<file path="src/rtl/fir_pkg.sv">
// ---------------------------------------------------------------------------
// fir_pkg
// Shared definitions for the FIR coefficient-load path.
//   state_t    : burst sequencer states (IDLE, LOAD, DONE), 2-bit encoding
//   STROBE_OFF : level of an inactive active-low write strobe bit; replicate
//                it to NUM_TAPS bits for the all-ones "no write" pattern
// ---------------------------------------------------------------------------
package fir_pkg;

    typedef enum logic [1:0] {
        IDLE = 2'd0,
        LOAD = 2'd1,
        DONE = 2'd2
    } state_t;

    localparam logic STROBE_OFF = 1'b1;

endpackage

</file>
<file path="src/rtl/onehot_dec_n.sv">
// ---------------------------------------------------------------------------
// onehot_dec_n
// Combinational ADDR_W-to-NUM_TAPS active-low one-hot decoder with enable.
// Ports:
//   addr  in  ADDR_W    address to decode
//   en    in  1         decode enable; low forces all outputs inactive (1)
//   dec_n out NUM_TAPS  active-low one-hot; all ones for en=0 or addr>=NUM_TAPS
// ---------------------------------------------------------------------------
module onehot_dec_n
    import fir_pkg::*;
#(
    parameter int ADDR_W   = 4,
    parameter int NUM_TAPS = 16
) (
    input  logic [ADDR_W-1:0]   addr,
    input  logic                en,
    output logic [NUM_TAPS-1:0] dec_n
);

    // Only addresses 0..NUM_TAPS-1 have a matching bit, so an out-of-range
    // address naturally leaves every strobe inactive.
    always_comb begin
        dec_n = {NUM_TAPS{STROBE_OFF}};
        if (en) begin
            for (int i = 0; i < NUM_TAPS; i++) begin
                if (addr == ADDR_W'(i)) begin
                    dec_n[i] = 1'b0;
                end
            end
        end
    end

endmodule

</file>
<file path="src/rtl/coef_wr_seq.sv">
// ---------------------------------------------------------------------------
// coef_wr_seq
// Burst sequencer that turns a stream of coefficient words into registered,
// one-cycle, active-low one-hot write strobes for the tap coefficient bank.
// Supports a programmable start tap, burst length, auto-increment with wrap,
// a valid/ready input handshake and abort.
// Ports:
//   clk        in  1         system clock
//   rst        in  1         asynchronous active-high reset
//   start      in  1         burst request, sampled only in IDLE
//   start_addr in  ADDR_W    first tap of the burst
//   burst_len  in  ADDR_W+1  words in the burst, 0..NUM_TAPS
//   abort      in  1         cancel an active burst
//   wr_valid   in  1         upstream word valid
//   wr_ready   out 1         word accepted this cycle when wr_valid is high
//   wr_data    in  DATA_W    coefficient word
//   wen_n      out NUM_TAPS  registered active-low one-hot write strobes
//   wdata      out DATA_W    registered write data aligned with wen_n
//   busy       out 1         high in LOAD and DONE
//   done       out 1         one-cycle pulse at burst completion
//   err        out 1         one-cycle pulse on an illegal start request
// ---------------------------------------------------------------------------
module coef_wr_seq
    import fir_pkg::*;
#(
    parameter int ADDR_W   = 4,
    parameter int NUM_TAPS = 16,
    parameter int DATA_W   = 16
) (
    input  logic                clk,
    input  logic                rst,
    input  logic                start,
    input  logic [ADDR_W-1:0]   start_addr,
    input  logic [ADDR_W:0]     burst_len,
    input  logic                abort,
    input  logic                wr_valid,
    output logic                wr_ready,
    input  logic [DATA_W-1:0]   wr_data,
    output logic [NUM_TAPS-1:0] wen_n,
    output logic [DATA_W-1:0]   wdata,
    output logic                busy,
    output logic                done,
    output logic                err
);

    localparam logic [ADDR_W-1:0] LAST_ADDR = ADDR_W'(NUM_TAPS - 1);
    localparam logic [ADDR_W:0]   TAP_CNT   = (ADDR_W + 1)'(NUM_TAPS);

    state_t                state;
    logic [ADDR_W-1:0]     addr;
    logic [ADDR_W:0]       remaining;
    logic                  accept;
    logic [NUM_TAPS-1:0]   strobe_n;

    // Ready comes from registered state and abort only, never from wr_valid,
    // so upstream sees no combinational loop through this block.
    assign wr_ready = (state == LOAD) && !abort;
    assign accept   = wr_valid && wr_ready;

    onehot_dec_n #(
        .ADDR_W   (ADDR_W),
        .NUM_TAPS (NUM_TAPS)
    ) u_dec (
        .addr  (addr),
        .en    (accept),
        .dec_n (strobe_n)
    );

    // Strobe/data register: one cycle after the accepting edge
    always_ff @(posedge clk or posedge rst) begin
        if (rst) begin
            wen_n <= {NUM_TAPS{STROBE_OFF}};
            wdata <= '0;
        end else begin
            wen_n <= strobe_n;
            if (accept) begin
                wdata <= wr_data;
            end
        end
    end

    // Sequencer: state, tap pointer, beat count and status pulses
    always_ff @(posedge clk or posedge rst) begin
        if (rst) begin
            state     <= IDLE;
            addr      <= '0;
            remaining <= '0;
            busy      <= 1'b0;
            done      <= 1'b0;
            err       <= 1'b0;
        end else begin
            done <= 1'b0;
            err  <= 1'b0;
            case (state)
                IDLE: begin
                    if (start) begin
                        if (({1'b0, start_addr} >= TAP_CNT) || (burst_len > TAP_CNT)) begin
                            err <= 1'b1;
                        end else if (burst_len == '0) begin
                            // Empty burst completes at once without a strobe
                            done <= 1'b1;
                        end else begin
                            addr      <= start_addr;
                            remaining <= burst_len;
                            busy      <= 1'b1;
                            state     <= LOAD;
                        end
                    end
                end
                LOAD: begin
                    if (abort) begin
                        busy  <= 1'b0;
                        state <= IDLE;
                    end else if (accept) begin
                        addr      <= (addr == LAST_ADDR) ? '0 : addr + 1'b1;
                        remaining <= remaining - 1'b1;
                        // Last beat: done lines up with the final strobe
                        if (remaining == (ADDR_W + 1)'(1)) begin
                            done  <= 1'b1;
                            state <= DONE;
                        end
                    end
                end
                DONE: begin
                    busy  <= 1'b0;
                    state <= IDLE;
                end
                default: begin
                    busy  <= 1'b0;
                    state <= IDLE;
                end
            endcase
        end
    end

endmodule

</file>
<file path="config.mk">
export PLATFORM = sky130hd
export DESIGN_NAME = coef_wr_seq
export DESIGN_NICKNAME = d
export VERILOG_FILES = /design/src/rtl/fir_pkg.sv /design/src/rtl/onehot_dec_n.sv /design/src/rtl/coef_wr_seq.sv
export SDC_FILE = /design/constraint.sdc
export NUM_CORES = 1
export LEC_CHECK = 0
export ABC_CLOCK_PERIOD_IN_PS = 5100
export CAP_MARGIN = 40
export CORE_AREA = 2 2 58 82
export DETAILED_ROUTE_END_ITERATION = 16
export DIE_AREA = 0 0 60 84
export PLACE_DENSITY = 0.81
export SYNTH_ARGS = -nofsm -noshare
export SYNTH_HDL_FRONTEND = slang
export SYNTH_SLANG_ARGS = --single-unit
</file>
<file path="constraint.sdc">
create_clock -name clk -period 5.1 [get_ports clk]
set_clock_uncertainty 0.2 [all_clocks]
set_input_delay 1.02 -clock clk [delete_from_list [all_inputs] [get_ports clk]]
set_output_delay 1.02 -clock clk [all_outputs]
set_load 0.005 [all_outputs]
</file>
==> results of run 1 <==
-- stage by stage --
| step | area (µm²) | std cells | power [µW] | setup WS [ps] | hold slack (ps) |
|---|---|---|---|---|---|
| after detailed placement | 2770 | 321 | 914 | 1510 | 261 |
| after global routing | 2880 | 329 | 1250 | 1460 | 305 |
| after CTS | 2880 | 329 | 1180 | 1510 | 282 |
| after global placement | 2760 | 320 | 898 | 1540 | 257 |
| after floorplan | 2060 | 202 | 734 | 2560 | 270 |
| final | 2880 | 329 | 1170 | 1490 | 276 |
-- placed cells by master, fill, tap and decap left out, types with 2 or more instances in the layout --
cell type	count
sky130_fd_sc_hd__a21oi_1	8
sky130_fd_sc_hd__a221o_1	2
sky130_fd_sc_hd__a221oi_1	2
sky130_fd_sc_hd__a2bb2oi_1	3
sky130_fd_sc_hd__clkbuf_8	5
sky130_fd_sc_hd__clkdlybuf4s50_1	65
sky130_fd_sc_hd__dfrtp_1	30
sky130_fd_sc_hd__dfstp_2	16
sky130_fd_sc_hd__ha_1	6
sky130_fd_sc_hd__inv_1	9
sky130_fd_sc_hd__mux2i_1	6
sky130_fd_sc_hd__nand2_1	56
sky130_fd_sc_hd__nand3_1	16
sky130_fd_sc_hd__nand4_1	4
sky130_fd_sc_hd__nor2_1	7
sky130_fd_sc_hd__nor2b_1	3
sky130_fd_sc_hd__nor3_1	2
sky130_fd_sc_hd__o21ai_0	3
-- logic make-up after synthesis --
kind of cell               share of synthesized area (%)
muxes                                               3.46
AOI/OAI and AO/OA                                   8.62
and+or+nand+nor                                     23.4
buffers and inverters                               4.07
adders and majority gates                           3.64
DFF                                                 56.8
-- flip-flops by register name, summed over array words and instances (netlist names) --
register / flops
wdata: 16
wen_n: 16
remaining: 5
addr: 4
state: 2
busy: 1
done: 1
err: 1
-- power by group through the flow --
stage	Sequential, µW	Combinational (µW)	Clock (µW)
floorplan	511	222	0
global placement	532	366	0
detailed placement	537	377	0
CTS	531	378	272
global route	544	421	283
finish	532	375	261
-- cell type report --
type                            instances  area [µm²]
Tap cell                               62        77.6
Multi-Input combinational cell        136         812
Timing Repair Buffer                   67         673
Inverter                               10        37.5
Clock inverter                          2        36.3
Fill cell                             360        1510
Sequential cell                        46        1170
Clock buffer                            6        72.6
-- final timing paths --
check	start	to	slack (ps)	cells after the start
max	abort	wr_ready	1490	3
min	wdata[11]	wdata[11]	280	2
max reg2reg	state[0]	addr[3]	2810	4
min reg2reg	wdata[11]	wdata[11]	280	2
max in group asynchronous	rst	wen_n[5]	3320	3
min in group asynchronous	rst	wdata[13]	1010	3
-- worst max-delay path, stage by stage --
cell,delay [ps]
sky130_fd_sc_hd__clkdlybuf4s50_1,530
sky130_fd_sc_hd__nor3b_2,300
sky130_fd_sc_hd__clkdlybuf4s50_1,540
-- routing by layer --
layer,up-vias,share of wire [%],GRT usage (%)
met5,-,0,0
met1,792,39,20.5
met2,60,54,31.1
met4,0,1.3,6.46
li1,807,-,-
met3,6,5.5,4.50
==> run_results.csv, run 1 <==
group,metric,value,unit
floorplan,fp-row-count,29,
floorplan,pin_count,66,
layout,layout-drive-gt1-share,13.1,%
clock_network,clk_transition_reported_paths,80,ps
clock_network,ctsLongestPathBuffers,2,
route,detail_route.wl_per_cell,13.1,µm
worst_setup_path,worstPathArrival,2390,ps
global_routing,globalRouteOverflowTotal,0,
yosys,yosys_register_bits,46,
yosys,synth_largest_area_cell,"sky130_fd_sc_hd__dfrtp_1",
pwr,total_leakage_power,0.00126,µW
sta,finalMaxSlewViolations,0,
yosys,synthesis.area_per_instance,10.2,µm²
clock_network,cts_resized,0,
placed_design,number_of_port_buffers,65,
pwr,power.internal,798,µW
clock_network,worst_skew_pair.late_latency,290,ps
sta,period_minus_slack,3610,ps
pwr,netSwitchingPower,370,µW
pwr,power_frac_seq,45.5,%
worst_setup_path,required,3880,ps
yosys,synth_top_cell_area_share,36.4,%
min_path,timing.hold.worst.class,"flop to flop",
sta,report.final.setup_viol,0,
floorplan,fp.dieW,60,µm
clock_network,h_tree_lvl_count,2,
global_routing,grt_antenna_before_repair,0,
yosys,yosys-top-cells-area,"sky130_fd_sc_hd__dfrtp_1, sky130_fd_sc_hd__dfstp_2, sky130_fd_sc_hd__nand2_1, sky130_fd_sc_hd__nand3_1, sky130_fd_sc_hd__ha_1",
clock_network,cts_tree,"done",
yosys,synth-seq-area-share,56.8,%
placed_design,replace_congestion,0.893,
placed_design,dp_hpwl,3220,µm
pwr,ir_worst_vdd,0.292,mV
global_routing,grt_start_max_net_pins,47,
yosys,synthesis.area,2060,µm²
route,drtIter0Drc,70,
sta,rsz0062_at_grt,"false",
yosys,netlist_instances,202,
clock_network,clkSinkCount,46,
floorplan,initial_utilization,46.9,%
global_routing,vias_in_the_first_global_route,1633,
yosys,yosys_most_used_dff,"sky130_fd_sc_hd__dfrtp_1",
sta,finalCritPeriodShare,70.9,%
layout,final_net_count,302,
global_routing,grt_pass1_wl,7070,µm
yosys,yosys_warnings,0,
worst_setup_path,worstSetupStartpointType,"primary input",
yosys,yosys.cell_count.top_type,"sky130_fd_sc_hd__nand2_1",
route,vias,1665,
layout,postLayoutCoreUtil,65.6,%
clock_network,clock-root-buffer,"sky130_fd_sc_hd__clkbuf_8",
worst_setup_path,critical_path_class,"primary input to output pin",
clock_network,cts_hold_repair.buffers,0,
clock_network,cts-buffers-inserted,5,
yosys,synth-async-reset-ratio,100,%
layout,insertedDiodeCount,0,
pwr,power_density,406,nW/µm²
sta,timing.final.hold_violations,0,
sta,achievable-frequency,0.277,GHz
yosys,synth_common_cells,"sky130_fd_sc_hd__nand2_1, sky130_fd_sc_hd__dfrtp_1, sky130_fd_sc_hd__dfstp_2, sky130_fd_sc_hd__nand3_1, sky130_fd_sc_hd__inv_1",
clock_network,post-cts-setup-buffers,0,
worst_setup_path,end_kind,"output pin",
sta,slew_headroom,54.1,%
floorplan,core_region_area,4390,µm²
job,max-cap-violations,0,
global_routing,grt_usage,17.9,%
sta,worst_pin_slew,687,ps
yosys,synth_cell_types,38,
layout,area_growth_syn_to_layout,39.8,%
yosys,synth_fp_nets,238,
worst_setup_path,crit_path_max_fanout,5,
yosys,synth-edff-count,0,
route,antenna_violating_nets_left,0,
floorplan,area_enclosed_by_the_die_boundary,5040,µm²
sta,setup_total_neg_slack,0,ps
floorplan,die_h,84,µm
pwr,share_clk_of_total_power,22.4,%
route,detail_route.vias_per_cell,5.06,
outcome,run_status,"complete, no violations",
route,detail_route.wirelength,4290,µm
route,drt_pass1_iterations,4,
pwr,switching_share,31.6,%
pwr,comb_power_share,32.1,%
route,drc,0,
Note: power is estimated with default switching activity, not from simulation.
==> run 2: changes to the inputs <==
Settings changed: ABC_CLOCK_PERIOD_IN_PS 5100 to 3500, CORE_AREA 2 2 58 82 to 2 2 60 85, DIE_AREA 0 0 60 84 to 0 0 62 87, PLACE_DENSITY 0.81 to 0.76.
Clock period 5.1 ns to 3.5 ns, I/O delays scaled along.
==> run 2 against run 1 <==
Against the previous run: combinational power increased by 46%; non-clock buffer count up 3; final cell count up 1.5%; largest power group unchanged; sequential cell count unchanged; setup slack worse by 930 ps; cell area is 0.87% higher; sequential power up 46%; critical endpoint unchanged.
==> run_results.csv, run 2 (synthesis results as in run 1) <==
group,metric,value,unit
outcome,run_status,"complete, no violations",
floorplan,core_region_area,4690,µm²
clock_network,ctsLongestPathBuffers,2,
placed_design,dp_slack,557,ps
worst_setup_path,required,2600,ps
worst_setup_path,slowest_stage,"sky130_fd_sc_hd__clkdlybuf4s50_1",
worst_setup_path,crit_path_max_fanout,5,
global_routing,vias_in_the_first_global_route,1561,
pwr,power_density,590,nW/µm²
floorplan,pin_count,66,
floorplan,fp.dieW,62,µm
placed_design,dp_hpwl,3330,µm
pwr,total_leakage_power,0.00128,µW
floorplan,fp-row-count,30,
worst_setup_path,setup.worst_path.start,"abort",
floorplan,area_enclosed_by_the_die_boundary,5390,µm²
placed_design,replace_congestion,0.851,
pwr,comb_power_share,32.0,%
route,antenna_violating_nets_left,0,
global_routing,globalRouteOverflowTotal,0,
sta,final.setup.worst_slack,556,ps
pwr,share_clk_of_total_power,22.7,%
clock_network,h_tree_lvl_count,2,
global_routing,grt_usage,17.6,%
pwr,power_frac_seq,45.3,%
sta,achievable-frequency,0.340,GHz
worst_setup_path,r2r_end,"wdata[14]",
sta,fin_hold_ws,277,ps
worst_setup_path,end_kind,"output pin",
worst_setup_path,ff2ff_setup_slack,1260,ps
layout,area_growth_syn_to_layout,41.0,%
sta,setup_total_neg_slack,0,ps
floorplan,initial_utilization,43.9,%
global_routing,grt_start_max_net_pins,20,
global_routing,grt_antenna_before_repair,0,
sta,finalMaxSlewViolations,0,
layout,final_net_count,305,
route,detail_route.wl_per_cell,13.3,µm
clock_network,cts-buffers-inserted,5,
layout,num-fill-cells,418,
worst_setup_path,critical_path_class,"primary input to output pin",
sta,rsz0062_at_grt,"false",
sta,timing.final.hold_violations,0,
layout,layout-drive-gt1-share,14.1,%
pwr,total_power,1710,µW
route,detail_route.vias_per_cell,4.92,
sta,period_minus_slack,2940,ps
worst_setup_path,cell_by_cell_trace_of_the_critical_path,"clkdlybuf4s50_1 -> nor3b_2 -> clkdlybuf4s50_1",
job,max-cap-violations,0,
clock_network,cts_tree,"done",
route,detail_route.wirelength,4440,µm
sta,slew_headroom,60.0,%
worst_setup_path,ff2ff_path_depth,5,
clock_network,cts_resized,0,
route,drt_pass1_iterations,4,
layout,reg.largest.list,"wdata (16), wen_n (16), remaining (5)",
clock_network,cts_hold_repair.buffers,0,
worst_setup_path,critical_path.reg2reg.startpoint,"state[1]",
worst_setup_path,worstPathArrival,2040,ps
sta,report.final.setup_viol,0,
floorplan,die_h,87,µm
min_path,hold_end,"wdata[4]",
clock_network,clkSinkCount,46,
route,vias,1643,
layout,insertedDiodeCount,0,
worst_setup_path,cpMostUsedCell,"sky130_fd_sc_hd__clkdlybuf4s50_1",
placed_design,number_of_port_buffers,65,
clock_network,clock-root-buffer,"sky130_fd_sc_hd__clkbuf_8",
min_path,timing.hold.worst_path_depth,2,
clock_network,post-cts-setup-buffers,0,
route,drc,0,
pwr,switching_share,31.9,%
pwr,netSwitchingPower,547,µW
min_path,timing.hold.worst.class,"flop to flop",
worst_setup_path,cpPeakStageDelay,540,ps
clock_network,worst_skew_pair.late_latency,290,ps
layout,postLayoutCoreUtil,61.9,%
layout,most_common_library_cell_in_the_layout_ignoring_fill_and_taps,"sky130_fd_sc_hd__clkdlybuf4s50_1",
layout,final_cell_mix,"sky130_fd_sc_hd__clkdlybuf4s50_1, sky130_fd_sc_hd__nand2_1, sky130_fd_sc_hd__dfrtp_1, sky130_fd_sc_hd__nand3_1, sky130_fd_sc_hd__dfstp_2",
worst_setup_path,worstSetupStartpointType,"primary input",
route,drtIter0Drc,49,
min_path,worst_hold_startpoint,"wdata[4]",
pwr,power.internal,1170,µW
global_routing,grt_pass1_wl,7040,µm
pwr,ir_worst_vdd,0.367,mV
clock_network,clk_transition_reported_paths,80,ps
sta,finalCritPeriodShare,84.1,%
sta,worst_pin_slew,598,ps
[run 2: changes by cell type in the layout (fill, tap and decap cells not counted), sizes merged]
cell / previous run / this run
buf: 2 / 5
[run 2: through the flow]
stage,instances,cell area [µm²]
after floorplan,202,2060
after global placement,325,2780
after detailed placement,326,2800
after CTS,334,2910
after global routing,334,2910
final,334,2910
[run 2: power by group through the flow]
stage	Combinational, µW	Sequential, µW	Clock [µW]
global route	619	795	423
CTS	556	774	395
detailed placement	553	782	0
global placement	540	778	0
floorplan	324	745	0
finish	549	776	388
[run 2: worst max-delay path by stage]
stage                    to  slack, ps  depth (start not counted)
2_1_floorplan  remaining[3]       1280                          4
3_3_place_gp       wr_ready        570                          3
3_5_place_dp       wr_ready        560                          3
4_1_cts            wr_ready        550                          3
5_1_grt            wr_ready        510                          3
6_report           wr_ready        560                          3
[run 2: layout make-up]
cell class / count / area (µm²) / area share, %
Sequential cell: 46 / 1170 / 40.3
Clock inverter: 2 / 36.3 / 1.25
Multi-Input combinational cell: 136 / 812 / 28.0
Timing Repair Buffer: 70 / 696 / 23.9
Clock buffer: 6 / 72.6 / 2.50
Tap cell: 64 / 80.1 / 2.76
Inverter: 10 / 37.5 / 1.29
[run 2: layer usage]
layer	up-vias	global-route usage, %	wire length, µm
li1	812	-	-
met1	766	20.9	1800
met2	57	29.7	2310
met3	8	4.46	239
met4	0	6.19	86
met5	-	0	0
[run 2: critical path, delay by kind of cell]
| kind | cells | cell delay, ps |
|---|---|---|
| AND/OR/NAND/NOR | 1 | 280 |
| buffers and inverters | 2 | 1060 |
